### config.mk
export PLATFORM = sky130hd
export DESIGN_NAME = sha3_axis_padder
export DESIGN_NICKNAME = d
export VERILOG_FILES = /design/src/rtl/sha3_pkg.sv /design/src/rtl/sha3_pad_word.sv /design/src/rtl/sha3_axis_padder.sv
export SDC_FILE = /design/constraint.sdc
export NUM_CORES = 1
export LEC_CHECK = 0
export ABC_CLOCK_PERIOD_IN_PS = 6050
export CAP_MARGIN = 20
export CORE_UTILIZATION = 37
export CTS_CLUSTER_SIZE = 30
export DETAILED_ROUTE_END_ITERATION = 12
export PLACE_DENSITY = 0.77
export SLEW_MARGIN = 20
export SYNTH_ARGS = -nofsm -noshare
export SYNTH_HDL_FRONTEND = slang
export SYNTH_SLANG_ARGS = --single-unit
### constraint.sdc
create_clock -name ACLK -period 6.05 [get_ports ACLK]
set_clock_uncertainty 0.2 [all_clocks]
set_input_delay 0.605 -clock ACLK [delete_from_list [all_inputs] [get_ports ACLK]]
set_output_delay 0.605 -clock ACLK [all_outputs]
set_load 0.01 [all_outputs]
### src/rtl/sha3_pkg.sv
// Shared types, rate table and domain byte for the SHA-3 stream padder.
// Build macro SHA3_PAD_LEGACY_KECCAK_EN selects the original Keccak domain byte 0x01 instead of 0x06.
package sha3_pkg;

    typedef enum logic [1:0] {
        SHA3_224 = 2'd0,
        SHA3_256 = 2'd1,
        SHA3_384 = 2'd2,
        SHA3_512 = 2'd3
    } mode_t;

    typedef enum logic [1:0] {
        S_IDLE = 2'd0,
        S_MSG  = 2'd1,
        S_PAD  = 2'd2
    } state_t;

    localparam int RATE_BITS [4] = '{1152, 1088, 832, 576};

`ifdef SHA3_PAD_LEGACY_KECCAK_EN
    localparam logic [7:0] PAD_DOMAIN = 8'h01;
`else
    localparam logic [7:0] PAD_DOMAIN = 8'h06;
`endif

    // Words per rate block; every legal data width divides every rate exactly.
    function automatic int wpb(input mode_t mode, input int dw);
        return RATE_BITS[mode] / dw;
    endfunction

endpackage

### src/rtl/sha3_pad_word.sv
// Builds one padded word: keeps the first k bytes, optionally drops the domain byte at byte k,
// and ORs the closing 0x80 into the top byte when the word ends a rate block.
module sha3_pad_word
    import sha3_pkg::*;
#(
    parameter int DATA_WIDTH = 64,
    parameter int KW         = $clog2(DATA_WIDTH / 8 + 1)
) (
    input  logic [DATA_WIDTH-1:0] data_i,
    input  logic [KW-1:0]         keepCnt_i,
    input  logic                  insertPad_i,
    input  logic                  lastInBlock_i,
    output logic [DATA_WIDTH-1:0] word_o
);

    localparam int NB = DATA_WIDTH / 8;

    always_comb begin
        word_o = '0;
        for (int i = 0; i < NB; i++) begin
            if (i < int'(keepCnt_i)) begin
                word_o[8*i +: 8] = data_i[8*i +: 8];
            end else if (insertPad_i && (i == int'(keepCnt_i))) begin
                word_o[8*i +: 8] = PAD_DOMAIN;
            end
        end
        // Domain byte and closing bit may share the top byte (0x86 / 0x81).
        if (lastInBlock_i) begin
            word_o[DATA_WIDTH-1 -: 8] = word_o[DATA_WIDTH-1 -: 8] | 8'h80;
        end
    end

endmodule

### src/rtl/sha3_axis_padder.sv
// SHA-3 multi-rate padder: byte AXI-Stream message in, indexed rate-block words out with final-block flag.
// Domain byte chosen in sha3_pkg by build macro SHA3_PAD_LEGACY_KECCAK_EN (default FIPS 202, 0x06).
module sha3_axis_padder
    import sha3_pkg::*;
#(
    parameter int DATA_WIDTH = 64
) (
    input  logic                    ACLK,
    input  logic                    ARESETn,
    input  logic [DATA_WIDTH-1:0]   s_tdata,
    input  logic [DATA_WIDTH/8-1:0] s_tkeep,
    input  logic                    s_tvalid,
    input  logic                    s_tlast,
    input  logic [1:0]              s_tuser,
    output logic                    s_tready,
    output logic [DATA_WIDTH-1:0]   m_tdata,
    output logic                    m_tvalid,
    input  logic                    m_tready,
    output logic [7:0]              m_tdest,
    output logic                    m_tlast,
    output logic [1:0]              m_tuser,
    output logic                    m_tid
);

    localparam int NB = DATA_WIDTH / 8;
    localparam int KW = $clog2(NB + 1);
    localparam logic [KW-1:0] FULL_K = KW'(NB);

    state_t                  state_q;
    logic [7:0]              cnt_q;
    mode_t                   mode_q;
    logic                    padPlaced_q;
    logic [DATA_WIDTH-1:0]   m_tdata_q;
    logic                    m_tvalid_q;
    logic [7:0]              m_tdest_q;
    logic                    m_tlast_q;
    logic [1:0]              m_tuser_q;
    logic                    m_tid_q;

    logic                    canLoad;
    logic                    beatFire;
    mode_t                   curMode;
    logic [7:0]              lastIdx;
    logic                    atLast;
    logic [KW-1:0]           keepCnt;
    logic                    partialLast;
    logic [DATA_WIDTH-1:0]   padData;
    logic [KW-1:0]           padK;
    logic                    padInsert;
    logic                    padLast;
    logic [DATA_WIDTH-1:0]   padWord;

    assign canLoad  = !m_tvalid_q || m_tready;
    assign s_tready = ARESETn && ((state_q == S_IDLE) || (state_q == S_MSG)) && canLoad;
    assign beatFire = s_tvalid && s_tready;

    // The first beat of a message uses the live mode; later beats use the latched one.
    assign curMode = (state_q == S_IDLE) ? mode_t'(s_tuser) : mode_q;
    assign lastIdx = 8'(wpb(curMode, DATA_WIDTH) - 1);
    assign atLast  = (cnt_q == lastIdx);

    always_comb begin
        keepCnt = '0;
        for (int i = 0; i < NB; i++) begin
            keepCnt = keepCnt + KW'(s_tkeep[i]);
        end
    end

    assign partialLast = s_tlast && (keepCnt < FULL_K);

    always_comb begin
        padData   = s_tdata;
        padK      = FULL_K;
        padInsert = 1'b0;
        padLast   = 1'b0;
        if (state_q == S_PAD) begin
            padData   = '0;
            padK      = '0;
            padInsert = !padPlaced_q;
            padLast   = atLast;
        end else if (s_tlast) begin
            padK      = keepCnt;
            padInsert = 1'b1;
            padLast   = atLast && partialLast;
        end
    end

    sha3_pad_word #(
        .DATA_WIDTH (DATA_WIDTH),
        .KW         (KW)
    ) u_pad_word (
        .data_i        (padData),
        .keepCnt_i     (padK),
        .insertPad_i   (padInsert),
        .lastInBlock_i (padLast),
        .word_o        (padWord)
    );

    always_ff @(posedge ACLK or negedge ARESETn) begin
        if (!ARESETn) begin
            state_q     <= S_IDLE;
            cnt_q       <= 8'd0;
            mode_q      <= SHA3_224;
            padPlaced_q <= 1'b0;
            m_tdata_q   <= '0;
            m_tvalid_q  <= 1'b0;
            m_tdest_q   <= 8'd0;
            m_tlast_q   <= 1'b0;
            m_tuser_q   <= 2'd0;
            m_tid_q     <= 1'b0;
        end else begin
            if (m_tvalid_q && m_tready) begin
                m_tvalid_q <= 1'b0;
            end
            case (state_q)
                S_IDLE, S_MSG: begin
                    if (beatFire) begin
                        if (state_q == S_IDLE) begin
                            mode_q <= curMode;
                        end
                        m_tvalid_q <= 1'b1;
                        m_tdata_q  <= padWord;
                        m_tdest_q  <= cnt_q;
                        m_tlast_q  <= atLast;
                        m_tuser_q  <= curMode;
                        if (!s_tlast) begin
                            m_tid_q <= 1'b0;
                            cnt_q   <= atLast ? 8'd0 : cnt_q + 8'd1;
                            state_q <= S_MSG;
                        end else if (partialLast) begin
                            m_tid_q     <= 1'b1;
                            padPlaced_q <= 1'b1;
                            cnt_q       <= atLast ? 8'd0 : cnt_q + 8'd1;
                            state_q     <= atLast ? S_IDLE : S_PAD;
                        end else begin
                            // Full last word: padding spills over, possibly into a whole new block.
                            m_tid_q     <= !atLast;
                            padPlaced_q <= 1'b0;
                            cnt_q       <= atLast ? 8'd0 : cnt_q + 8'd1;
                            state_q     <= S_PAD;
                        end
                    end
                end
                S_PAD: begin
                    if (canLoad) begin
                        m_tvalid_q  <= 1'b1;
                        m_tdata_q   <= padWord;
                        m_tdest_q   <= cnt_q;
                        m_tlast_q   <= atLast;
                        m_tuser_q   <= mode_q;
                        m_tid_q     <= 1'b1;
                        padPlaced_q <= 1'b1;
                        cnt_q       <= atLast ? 8'd0 : cnt_q + 8'd1;
                        state_q     <= atLast ? S_IDLE : S_PAD;
                    end
                end
                default: begin
                    state_q <= S_IDLE;
                    cnt_q   <= 8'd0;
                end
            endcase
        end
    end

    assign m_tdata  = m_tdata_q;
    assign m_tvalid = m_tvalid_q;
    assign m_tdest  = m_tdest_q;
    assign m_tlast  = m_tlast_q;
    assign m_tuser  = m_tuser_q;
    assign m_tid    = m_tid_q;

endmodule
==> impl_summary.log <==
[metrics] Port-buffer cells: 156
[metrics] total placed cells including tap cells: about 660
[metrics] cell type of the slowest stage on the worst timing path: sky130_fd_sc_hd__fa_1
[metrics] minimum clock period: between 4 and 5 ns
[metrics] initial cell density of the core: between 30% and 40%
[metrics] global route overflow: 0
[metrics] number of design-rule violations left by the first detailed-router iteration: between 300 and 400
[metrics] largest family of logic cells by synthesized area: compound AO/OA/AOI/OAI gates
[metrics] Rows: 37
[metrics] share of the synthesized area in the top cell type: between 50 and 60%
[metrics] Cells after Synth: approximately 380
[metrics] list of cells traversed by the critical path: clkdlybuf4s50_1 -> inv_1 -> fa_1 -> fa_1 -> fa_1 -> inv_1 -> ha_1 -> fa_1 -> nand4_1 -> inv_2 -> a21oi_1 -> nor2_1 -> a22o_1
[metrics] class of the most critical setup path: in -> reg
[metrics] number of buffers created by CTS: 9
[metrics] most frequent CP cell: sky130_fd_sc_hd__fa_1
[metrics] mean post-synth cell area: 10.53 µm²
[metrics] wire length on met1: between 5 and 6 mm
[metrics] Placer Congestion: approximately 0.85
[metrics] required time at the worst-slack endpoint: 6.14 ns
[metrics] Wirelength per Cell: around 17 µm
[metrics] cell at the root of the clock tree: sky130_fd_sc_hd__clkbuf_8
[metrics] Commonest cells post-synth: sky130_fd_sc_hd__dfrtp_1 (90), sky130_fd_sc_hd__nand2_1 (60), sky130_fd_sc_hd__a22o_1 (47)
[metrics] Leakage Power: 2.630 nW
[metrics] worst vdd ir: about 0.18 mV
[metrics] TritonCTS sink count: 90
[metrics] worst rel slew slack: between 40% and 50%
[metrics] layout overhead on the synthesized area: 47.25%
[metrics] multiplexer fraction of the synthesized cell area: less than 1%
[metrics] run status: finished clean
[metrics] number of max-cap violations: 0
[metrics] ratio of final minimum period to clock period: 73.32%
[metrics] post-layout net count: around 620
[metrics] Fill cells: 917
[metrics] number of flip-flops and latches in the synthesized netlist: 90
[metrics] largest net degree at the start of global routing: 68
[metrics] Max H-tree Level: 3
[metrics] clock tree from TritonCTS: built
[metrics] power density of the placed cells: roughly 480 nW/µm²
[metrics] WP buf/inv: 4
[metrics] endpoints failing setup: 0
[metrics] via count of the first global-routing pass: between 3000 and 4000
[metrics] classification of the worst-slack hold path: reg -> reg
[metrics] Detailed Place HPWL: 8.740 mm
[metrics] worst-case clock buffer depth: 2
[metrics] simple-gate share of the synthesized area: 14.77%
[metrics] post-synthesis compound-gate area fraction: ~22%
[metrics] Top Layer Used: met4
[metrics] cell accounting for the most synthesized area: sky130_fd_sc_hd__dfrtp_1
[metrics] Critical R2R Launch: state_q[1]$_DFFE_PN0P_
[metrics] CP top delay family: adder cells
[metrics] insertion delay to the later sink of the worst-skew pair: about 0.36 ns
[metrics] Antenna Violating Nets Remaining: 0
[metrics] fraction of layout cells with a size suffix above 1: under 10%
[metrics] met3 wire length: between 500 and 600 µm
[metrics] chip width: between 100 and 150 µm
[metrics] number of hold-slack violations in the final timing report: 0
[metrics] Clk pin slew, worst setup/hold paths: 0.09 ns
[metrics] number of enable flip-flop cells after synthesis: 0
[metrics] most instantiated library cell after synthesis: sky130_fd_sc_hd__dfrtp_1
[metrics] count of non-filler cells in the finished layout: 676
[metrics] count of vias placed by the detailed router: approximately 3500
[metrics] Post-route DRC: 0
[metrics] overall die area: 11320 µm²
[metrics] library cells used by synthesis: 48
[metrics] number of detailed-route iterations in the first pass: 4
[metrics] total core area: 10460 µm²
[metrics] summed instance area of the synthesized netlist: just over 4000 µm²
[metrics] first-pass GRT wire length: 18.03 mm
[metrics] Crit path arrival time: around 4.5 ns
[metrics] parity-gate share of the synthesized area counting xor and xnor cells: 0.2172%
[metrics] share of synthesized area occupied by flip-flops and latches: between 50% and 60%
[metrics] setup fix buffers added after clock tree synthesis: 0
[metrics] wire length after detailed routing: 11.54 mm
[metrics] Area contributors post-synth: sky130_fd_sc_hd__dfrtp_1 (56%), sky130_fd_sc_hd__a22o_1 (10%), sky130_fd_sc_hd__nand2_1 (5.6%)
[metrics] max-slew violation total from the final report: 0
[metrics] delay contributed by the slowest stage of the critical path: 0.61 ns
[metrics] most used flip-flop cell after synthesis: sky130_fd_sc_hd__dfrtp_1
[metrics] start point of the critical path: s_tkeep[0]
[metrics] unrepaired setup endpoints after global routing: false
[metrics] kind of launch point of the worst setup path: primary input
[metrics] routed via count divided by cell count: roughly 5.2
[metrics] worst slew pin tran: between 0.8 and 0.9 ns
[metrics] fraction of registers with async set/reset: 100.0%
[metrics] Fin Setup TNS: 0 ns
[metrics] YS warnings: 0
[metrics] maximum clock rate: between 200 and 250 MHz
[metrics] initial antenna violation count: 0
[metrics] Synthesized Nets: 470
[metrics] adder-cell area share of the yosys netlist: ~3.2%
[metrics] vertical extent of the die: around 110 µm
[metrics] GRT Util Overall: roughly a fifth
[metrics] met2 WL: ~5.7 mm
[metrics] crit end category: register
[metrics] critical path fanouts, max: 7
[metrics] number of inserted diodes: 0
[metrics] IO Pins: between 150 and 200
[metrics] worst min-delay path startpoint: m_tdest[6]$_DFFE_PN0P_
[tightest hold or removal path, stage by stage, from the launching register on]
cell and delay [ns]:
sky130_fd_sc_hd__dfrtp_1 0.35, sky130_fd_sc_hd__nand2_1 0.05, sky130_fd_sc_hd__nand2_1 0.06
[area by class of cell]
| class | count | area, µm² | area share, % |
|---|---|---|---|
| Clock buffer | 10 | 127.6 | 2.149 |
| Multi-Input combinational cell | 260 | 1650 | 27.79 |
| Timing Repair Buffer | 159 | 1584 | 26.68 |
| Clock inverter | 6 | 97.59 | 1.643 |
| Inverter | 15 | 56.30 | 0.9482 |
| Sequential cell | 90 | 2252 | 37.93 |
| Tap cell | 136 | 170.2 | 2.866 |
[timing repair]
| action | CTS | global route |
|---|---|---|
| endpoints found under the setup margin | 0 | 0 |
| endpoints found under the hold margin | 23 | 0 |
| gates resized for setup | 0 | 0 |
| hold buffers | 1 | 0 |
[final timing paths]
check | to | slack, ns | depth (start not counted)
min in group asynchronous | m_tdata[6]$_DFFE_PN0P_ | 0.50 | 2
hold / removal | m_tdest[6]$_DFFE_PN0P_ | 0.28 | 2
setup / recovery | m_tdata[55]$_DFFE_PN0P_ | 1.61 | 13
max in group asynchronous | m_tdata[63]$_DFFE_PN0P_ | 3.98 | 3
setup reg to reg | m_tdata[37]$_DFFE_PN0P_ | 3.32 | 5
hold reg to reg | m_tdest[6]$_DFFE_PN0P_ | 0.28 | 2
[power by group]
| part | leakage, nW | total (mW) | internal [mW] | switching [mW] |
|---|---|---|---|---|
| clock | 0.113 | 0.459 | 0.239 | 0.221 |
| sequential | 1.17 | 1.04 | 0.851 | 0.187 |
| combinational | 1.35 | 1.33 | 0.681 | 0.649 |
| total | 2.63 | 2.83 | 1.77 | 1.06 |
[through the flow]
| step | worst slack (ns) | power (mW) | instance area [µm²] | hold slack (ns) | util [%] |
|---|---|---|---|---|---|
| 3_5_place_dp | 1.244 | 2.380 | 5703 | 0.2696 | 54.51 |
| 5_1_grt | 1.422 | 3.008 | 5938 | 0.3133 | 56.76 |
| 3_3_place_gp | 1.366 | 2.331 | 5703 | 0.2647 | 54.51 |
| 4_1_cts | 1.619 | 2.845 | 5938 | 0.2923 | 56.76 |
| 6_report | 1.614 | 2.828 | 5938 | 0.2839 | 56.76 |
| 2_1_floorplan | 1.991 | 1.710 | 4033 | 0.1094 | - |
[per-layer routing]
metal,vias up,global-route usage [%]
li1,1676,-
met1,1702,26.23
met4,0,9.127
met2,123,34.51
met3,22,3.127
met5,-,0
[cell usage in the layout (no fill, tap or decap), types with 9 or more instances in the layout]
cell and count:
sky130_fd_sc_hd__clkdlybuf4s50_1 155, sky130_fd_sc_hd__dfrtp_1 90, sky130_fd_sc_hd__nand2_1 59, sky130_fd_sc_hd__a22o_1 47, sky130_fd_sc_hd__o21ai_1 26, sky130_fd_sc_hd__a21oi_1 26, sky130_fd_sc_hd__nor2_1 22, sky130_fd_sc_hd__inv_1 14
sky130_fd_sc_hd__nand3_1 9, sky130_fd_sc_hd__clkbuf_8 9
[state kept, by name, indices dropped and copies added, names as in the netlist]
signal       count
m_tlast          1
state_q          2
m_tdest          8
m_tid            1
m_tvalid         1
mode_q           2
cnt_q            8
padPlaced_q      1
m_tuser          2
m_tdata         64
[cells by family (layout without fill, tap and decap cells)]
group | count (synthesis) | after routing
compound gates | 122 | 122
simple gates | 126 | 126
fa+ha+maj | 8 | 8
xor+xnor | 1 | 1
mux | 3 | 3
buf+inv | 33 | 190
flops | 90 | 90
Note: power is estimated with default switching activity, not from simulation.
